**src/rtl/vga_serializer.sv**
```systemverilog
// vga_serializer: fetches pixel bytes over a fetch/fetched handshake, shifts them out as 1-bit video and generates VGA syncs
// Ports:
//   clk, rst          pixel clock, synchronous active-high reset
//   fetch             request for the next byte (held until fetched)
//   fetched           one-cycle strobe, fetch_data valid this cycle
//   fetch_data        byte, bit7 is the earliest pixel
//   sol, sof          one-cycle pulses when an active line's fetch window opens (sof for line 0)
//   video             registered serial pixel, 0 in blanking
//   hsync, vsync      registered sync outputs, SYNC_POL when asserted
//   underrun          one-cycle pulse when a load slot finds the buffer empty
module vga_serializer #(
  parameter int H_ACTIVE = 640,
  parameter int H_FP     = 16,
  parameter int H_SYNC   = 96,
  parameter int H_BP     = 48,
  parameter int V_ACTIVE = 480,
  parameter int V_FP     = 10,
  parameter int V_SYNC   = 2,
  parameter int V_BP     = 33,
  parameter bit SYNC_POL = 1'b0
) (
  input  logic       clk,
  input  logic       rst,
  output logic       fetch,
  input  logic       fetched,
  input  logic [7:0] fetch_data,
  output logic       sol,
  output logic       sof,
  output logic       video,
  output logic       hsync,
  output logic       vsync,
  output logic       underrun
);
  localparam int H_TOTAL = H_ACTIVE + H_FP + H_SYNC + H_BP;
  localparam int V_TOTAL = V_ACTIVE + V_FP + V_SYNC + V_BP;
  localparam int NB = H_ACTIVE / 8;
  localparam int HW = $clog2(H_TOTAL);
  localparam int VW = $clog2(V_TOTAL);
  localparam int CW = $clog2(NB + 1);
  localparam logic [HW-1:0] H_LAST = HW'(H_TOTAL - 1);
  localparam logic [HW-1:0] H_OPEN = HW'(H_TOTAL - 9);
  localparam logic [HW-1:0] H_ACT  = HW'(H_ACTIVE);
  localparam logic [HW-1:0] HS_BEG = HW'(H_ACTIVE + H_FP);
  localparam logic [HW-1:0] HS_END = HW'(H_ACTIVE + H_FP + H_SYNC);
  localparam logic [VW-1:0] V_LAST = VW'(V_TOTAL - 1);
  localparam logic [VW-1:0] V_ACT  = VW'(V_ACTIVE);
  localparam logic [VW-1:0] VS_BEG = VW'(V_ACTIVE + V_FP);
  localparam logic [VW-1:0] VS_END = VW'(V_ACTIVE + V_FP + V_SYNC);
  localparam logic [CW-1:0] B_LAST = CW'(NB - 1);
  logic [HW-1:0] hcnt;
  logic [VW-1:0] vcnt, next_line;
  logic [CW-1:0] bcnt;
  logic [7:0] buf_q, sr, sr_next;
  logic buf_valid, fetch_en;
  logic h_wrap, win_open, active, load, take, hs_raw, vs_raw;
  assign fetch = fetch_en & ~buf_valid & ~rst;
  always_comb begin
    h_wrap    = hcnt == H_LAST;
    next_line = vcnt == V_LAST ? '0 : vcnt + VW'(1);
    // decided one cycle early so the window (sol, fetch) is visible while hcnt == H_TOTAL-8
    win_open  = hcnt == H_OPEN && next_line < V_ACT;
    active    = vcnt < V_ACT && hcnt < H_ACT;
    load      = active && hcnt[2:0] == 3'd0;
    take      = fetched && fetch;
    sr_next   = load ? (buf_valid ? buf_q : 8'h00) : {sr[6:0], 1'b0};
    hs_raw    = hcnt >= HS_BEG && hcnt < HS_END;
    vs_raw    = vcnt >= VS_BEG && vcnt < VS_END;
  end
  always_ff @(posedge clk) begin
    if (rst) begin
      hcnt      <= '0;
      vcnt      <= V_LAST;
      bcnt      <= '0;
      buf_q     <= '0;
      buf_valid <= 1'b0;
      fetch_en  <= 1'b0;
      sr        <= '0;
      video     <= 1'b0;
      hsync     <= ~SYNC_POL;
      vsync     <= ~SYNC_POL;
      sol       <= 1'b0;
      sof       <= 1'b0;
      underrun  <= 1'b0;
    end else begin
      hcnt     <= h_wrap ? '0 : hcnt + HW'(1);
      vcnt     <= h_wrap ? next_line : vcnt;
      sol      <= win_open;
      sof      <= win_open && next_line == '0;
      underrun <= load && !buf_valid;
      sr       <= active ? sr_next : sr;
      video    <= active && sr_next[7];
      hsync    <= hs_raw ? SYNC_POL : ~SYNC_POL;
      vsync    <= vs_raw ? SYNC_POL : ~SYNC_POL;
      if (win_open) begin
        // any byte left over from the previous line is dropped here
        bcnt      <= '0;
        buf_valid <= 1'b0;
        fetch_en  <= 1'b1;
      end else begin
        // a refill in a load cycle keeps the buffer full; the load took the old byte
        buf_valid <= take ? 1'b1 : load ? 1'b0 : buf_valid;
        if (take) begin
          buf_q <= fetch_data;
          bcnt  <= bcnt + CW'(1);
          if (bcnt == B_LAST) fetch_en <= 1'b0;
        end
      end
    end
  end
endmodule

```
**config.mk**
```make
export PLATFORM = sky130hd
export DESIGN_NAME = vga_serializer
export DESIGN_NICKNAME = d
export VERILOG_FILES = /design/src/rtl/vga_serializer.sv
export SDC_FILE = /design/constraint.sdc
export NUM_CORES = 1
export LEC_CHECK = 0
export ABC_AREA = 1
export BUFFER_PORTS_ARGS = -buffer_cell sky130_fd_sc_hd__buf_2
export CAP_MARGIN = 20
export CORE_MARGIN = 4
export CORE_UTILIZATION = 53
export CTS_CLUSTER_SIZE = 30
export DETAILED_ROUTE_END_ITERATION = 8
export PLACE_DENSITY = 0.75
export SYNTH_ARGS = -nofsm -noshare
export SYNTH_HDL_FRONTEND = slang
export SYNTH_SLANG_ARGS = --single-unit
```
**constraint.sdc**
```tcl
create_clock -name clk -period 1.64 [get_ports clk]
set_input_delay 0.082 -clock clk [delete_from_list [all_inputs] [get_ports clk]]
set_output_delay 0.082 -clock clk [all_outputs]
set_load 0.1 [all_outputs]
```
==> flow_summary.toml, run 1 <==
[power]
power_frac_comb = 0.040
cell_internal_pwr_mw = 1.60
vdd_ir_drop_max_v = 0.000458
pwr-share-seq = 0.590
switching_share = 0.228
totalPowerFinal_mw = 2.07
pwr-share-clk = 0.370
leakage_nw = 1.32
p_sw_mw = 0.473
powerDensity_nw_per_um2 = 690

[die]
core_um2 = 4140
initial_utilization = 0.566
die-area_um2 = 5550
die_y_um = 74.5
ios = 18
rows = 23
die_x_um = 74.5

[critical_path]
cp-end-kind = "flip-flop"
crit_required_ps = 1850
rr_worst_depth = 12
crit_type = "flip-flop to flip-flop"
path_max_fanout = 8
critPathLaunchType = "flip-flop"
critPathArrivalTime_ps = 1870
startpoint = "vcnt[0]"
r2r-end = "buf_q[0]"
rrSetupSlack_ps = -20
endpoint = "buf_q[0]"
r2r_start = "vcnt[0]"

[sta]
setup_viol = 9
fin_ws_ps = -22.5
slew-limit-headroom = 0.678
skew_ps = 4.36
min_period_ps = 1660
whs_ps = 48.6
rsz0062_at_grt = "true"
final_max_slew_viol_count = 0
final_hold_viol_count = 0
post-route-period-util = 1.01
fin_setup_tns_ps = -81.6
fmax_mhz = 602
worstMarginPinSlew_ps = 486

[detailed_routing]
highest_layer = "met4"
via_per_inst = 5.35
drcViolationCount = 0
ant_nets = 0
dr_wl_met2_mm = 2.63
wl_per_cell_um = 13.1
drtIter0Drc = 169
vias = 2219
wl_met1_mm = 2.45
wl_mm = 5.44
dr_wl_met3_um = 243
drtPass1Iterations = 4

[placement]
place.gp.congestion = 0.883
dp_hpwl_mm = 3.37
dp_slack_ps = -39.5
dpl.cell_count = 401
port_buffers = 17
dpl_cell_area_um2 = 2590

[yosys]
yosysSeqAreaShare = 0.427
syn_avg_cell_area_um2 = 7.21
yosysUniqueCellTypes = 29
ys.warnings.count = 0
syn_inst = 325
synth-seq-cells = 50
synth_area_um2 = 2340
syn_nets = 341

[grt]
grt_pass1_wl_mm = 8.09
antenna_found_initial = 0
grt_pass1_vias = 1949
grt_max_degree = 20
grtUsageTotal = 0.185
overflow = 0

[final_layout]
diodes = 0
post-route-util = 0.726
fin_cells = 415
final_cell_area_um2 = 3010
nNetsFinal = 380
drive_above_1_share = 0.318
area_growth_pct = 28.4

[run_status]
violations = "negative setup slack"
status = "finished with violations"

[clocking]
h-tree-depth = 2
clkTransAtPathRegs_ps = 90
clkSinkCount = 50
ctsLongestPathBuffers = 2
cts-root-buf = "clkbuf_8"
insertion_delay_ps = 310
cts_tree = "built"
cts-buffers-inserted = 5

[run]
max_cap_violations = 0

[worst_hold_path]
hold_class = "primary input to flip-flop"
## what timing repair did
item                       4_1_cts  5_1_grt
setup buffers                    0        4
gates resized for setup          3       66
hold buffers                     0        0
pin swaps                        1       31
cloned                           0        2
hold endpoints to repair         0        0
setup endpoints to repair        8       43
## worst min path at each step
stage	startpoint	endpoint	slack [ps]	depth (start not counted)
2_1_floorplan	rst	sr[0]	150	1
3_3_place_gp	rst	sr[0]	370	2
3_5_place_dp	rst	sr[0]	370	2
4_1_cts	rst	sr[0]	40	2
5_1_grt	rst	sr[0]	50	2
6_report	rst	sr[0]	50	2
## area by class of cell
| class | count | area (um2) |
|---|---|---|
| Multi-Input combinational cell | 223 | 1410 |
| Fill cell | 328 | 1140 |
| Sequential cell | 50 | 1010 |
| Timing Repair Buffer | 36 | 244 |
| Inverter | 48 | 186 |
| Clock buffer | 7 | 86.3 |
| Tap cell | 50 | 62.6 |
| Clock inverter | 1 | 8.76 |
## Yosys cell counts
library cell	number	area (um2)
nor3_2	1	10.0
nor3b_1	2	15.0
nor4_1	3	18.8
nand4_1	7	43.8
or2_2	1	6.26
o22ai_1	7	43.8
o21ai_0	10	50.1
xor2_1	6	52.6
nor2_1	38	143
a21oi_2	1	8.76
nor2_4	2	22.5
nand2_2	5	31.3
a22oi_1	2	15.0
nand3_1	24	120
nand2_4	1	11.3
a21oi_1	28	140
nand3_2	2	20.0
dfxtp_1	50	1000
nand2_1	62	233
buf_2	3	15.0
buf_6	1	11.3
xnor2_1	1	8.76
clkbuf_1	2	7.51
inv_1	45	169
nor2_2	6	37.5
ha_1	5	62.6
inv_2	2	7.51
clkinv_1	1	3.75
nor3_1	7	35.0
## kinds of logic (layout without fill, tap and decap cells)
kind of cell,after synthesis,after routing,share of synthesized area
AND/OR/NAND/NOR,161,163,0.319
buffers and inverters,54,92,0.0913
flip-flops,50,50,0.427
AO/OA/AOI/OAI,48,48,0.110
XOR/XNOR,7,7,0.0262
adder cells (fa/ha/maj),5,5,0.0267
## cell usage in the layout (no fill, tap or decap), drive strengths merged
cell type / count
a21oi: 29
a22oi: 2
buf: 36
clkbuf: 7
clkinv: 1
dfxtp: 50
ha: 5
inv: 48
nand2: 70
nand3: 26
nand4: 7
nor2: 46
nor3: 8
nor3b: 2
nor4: 3
o21ai: 10
o22ai: 7
or2: 1
xnor2: 1
xor2: 6
## worst max-delay path, stage by stage (launching register included)
cell and delay [ps]:
dfxtp_4 380, inv_4 70, ha_4 130, nand2_2 60, nor2_2 110, nand3_2 120, nand2_2 100, nor2_4 40
nor2_4 100, buf_12 140, nand2_8 90, a21oi_4 160, nor2_1 50
## layer usage
layer	vias up	GRT usage
met5	-	0
met4	0	0.0613
met3	13	0.0392
met2	53	0.302
met1	1028	0.243
li1	1125	-
## state kept, by name, summed over array words and instances, names as in the netlist, 7 cells and up
name	cells
bcnt	7
hcnt	10
vcnt	10
sr	7
buf_q	8
## power groups by stage
stage | clock network [mW] | registers (mW) | logic (mW)
floorplan | 0 | 1.25 | 0.0388
global placement | 0 | 1.25 | 0.0741
detailed placement | 0 | 1.25 | 0.0749
CTS | 0.776 | 1.22 | 0.0751
global route | 0.830 | 1.22 | 0.0936
finish | 0.768 | 1.22 | 0.0832
Note: power is estimated with default switching activity, not from simulation.
==> inputs of run 2 (changes only) <==
- CAP_MARGIN: 20 -> 15
- CORE_UTILIZATION: 53 -> 41
- CTS_CLUSTER_SIZE: 30 -> 24
- PLACE_DENSITY: 0.75 -> 0.6
==> flow_summary.toml, run 2 (synthesized netlist as in run 1, its figures left out) <==
[final_layout]
diodes = 0
nNetsFinal = 382
area_growth_pct = 27.1
drive_above_1_share = 0.309
final_common_cell = "nand2_1"
final_cell_mix = "nand2_1 (52), inv_1 (41), dfxtp_1 (41)"
post-route-util = 0.537
top_regs = "hcnt x10, vcnt x10, buf_q x8"

[sta]
final_hold_viol_count = 0
setup_viol = 0
skew_ps = 7.64
min_period_ps = 1600
post-route-period-util = 0.975
slew-limit-headroom = 0.649
final_max_slew_viol_count = 0
fin_setup_tns_ps = 0
worstMarginPinSlew_ps = 522
fmax_mhz = 625
rsz0062_at_grt = "true"

[die]
core_um2 = 5540
initial_utilization = 0.423
rows = 27
die_x_um = 83.6
ios = 18
die_y_um = 83.6
die-area_um2 = 6990

[run_status]
status = "completed"

[clocking]
clkSinkCount = 50
h-tree-depth = 2
cts-buffers-inserted = 5
cts_tree = "built"
clkTransAtPathRegs_ps = 90
ctsLongestPathBuffers = 2
cts-root-buf = "clkbuf_8"
insertion_delay_ps = 300

[power]
powerDensity_nw_per_um2 = 672
leakage_nw = 1.31
vdd_ir_drop_max_v = 0.000361

[grt]
grt_pass1_vias = 1835
overflow = 0
antenna_found_initial = 0
grt_pass1_wl_mm = 7.96
grtUsageTotal = 0.135
grt_max_degree = 20

[detailed_routing]
drcViolationCount = 0
wl_mm = 5.16
drtIter0Drc = 87
drtPass1Iterations = 4
ant_nets = 0
via_per_inst = 4.95
wl_per_cell_um = 11.8
vias = 2168

[placement]
port_buffers = 17
dp_hpwl_mm = 3.55
place.gp.congestion = 0.843

[run]
max_cap_violations = 0

[critical_path]
critPathLaunchType = "flip-flop"
crit_type = "flip-flop to flip-flop"
crit_required_ps = 1830
critPathArrivalTime_ps = 1790
cp-end-kind = "flip-flop"
path_max_fanout = 8

[worst_hold_path]
hold_class = "primary input to flip-flop"
run 2: layer usage:
layer | vias up | part of all wire | GRT usage
li1 | 1129 | - | -
met2 | 25 | 0.50 | 0.222
met5 | - | 0 | 0
met3 | 5 | 0.026 | 0.0316
met4 | 0 | 0.0097 | 0.0482
met1 | 1009 | 0.47 | 0.173
run 2: worst paths after layout:
path	from	endpoint	slack, ps	depth (start not counted)
hold reg to reg	buf_q[3]	sr[3]	480	2
hold / removal	rst	sr[0]	60	2
setup / recovery	vcnt[0]	bcnt[4]	40	12
setup reg to reg	vcnt[0]	bcnt[4]	40	12
run 2: layout make-up:
class	instances	area [um2]
flip-flops and latches	50	1020
clock inverters	2	15.0
multi-input cells	223	1340
inverters	48	186
fillers	550	2560
well taps	72	90.1
repair buffers	38	263
clock buffers	5	68.8
run 2: critical path, cell delays in order, from the launching register on:
cell,delay [ps]
dfxtp_4,380
inv_4,60
ha_4,120
nand2_1,50
nor2_2,120
nand3_2,100
nand2_2,70
nor2_2,50
nor2_4,150
buf_6,140
nand2_8,70
nand2_4,120
nor3_1,50
run 2: report_power, final:
group	internal, mW	leakage [nW]	switching (mW)	total (mW)
Combinational	0.0352	0.866	0.0446	0.0798
Clock	0.292	0.0362	0.406	0.697
Sequential	1.22	0.406	0.00629	1.22
run 2: what timing repair did:
action	4_1_cts	5_1_grt
setup endpoints to repair	16	42
gates cloned	0	2
hold buffers	0	0
buffers inserted	0	4
gates resized for setup	4	55
pin swaps	0	22
run 2: stage by stage:
| step | cell area [um2] | setup WS [ps] | power, mW | instances | hold WS, ps |
|---|---|---|---|---|---|
| CTS | 2740 | 21.5 | 2.02 | 432 | 48.7 |
| detailed placement | 2640 | -68.0 | 1.33 | 425 | 373 |
| finish | 2980 | 40.5 | 2.00 | 438 | 60.1 |
| global placement | 2640 | -18.3 | 1.33 | 425 | 367 |
| global route | 2980 | -50.6 | 2.09 | 438 | 62.7 |
| floorplan | 2370 | 3.41 | 1.29 | 325 | 151 |
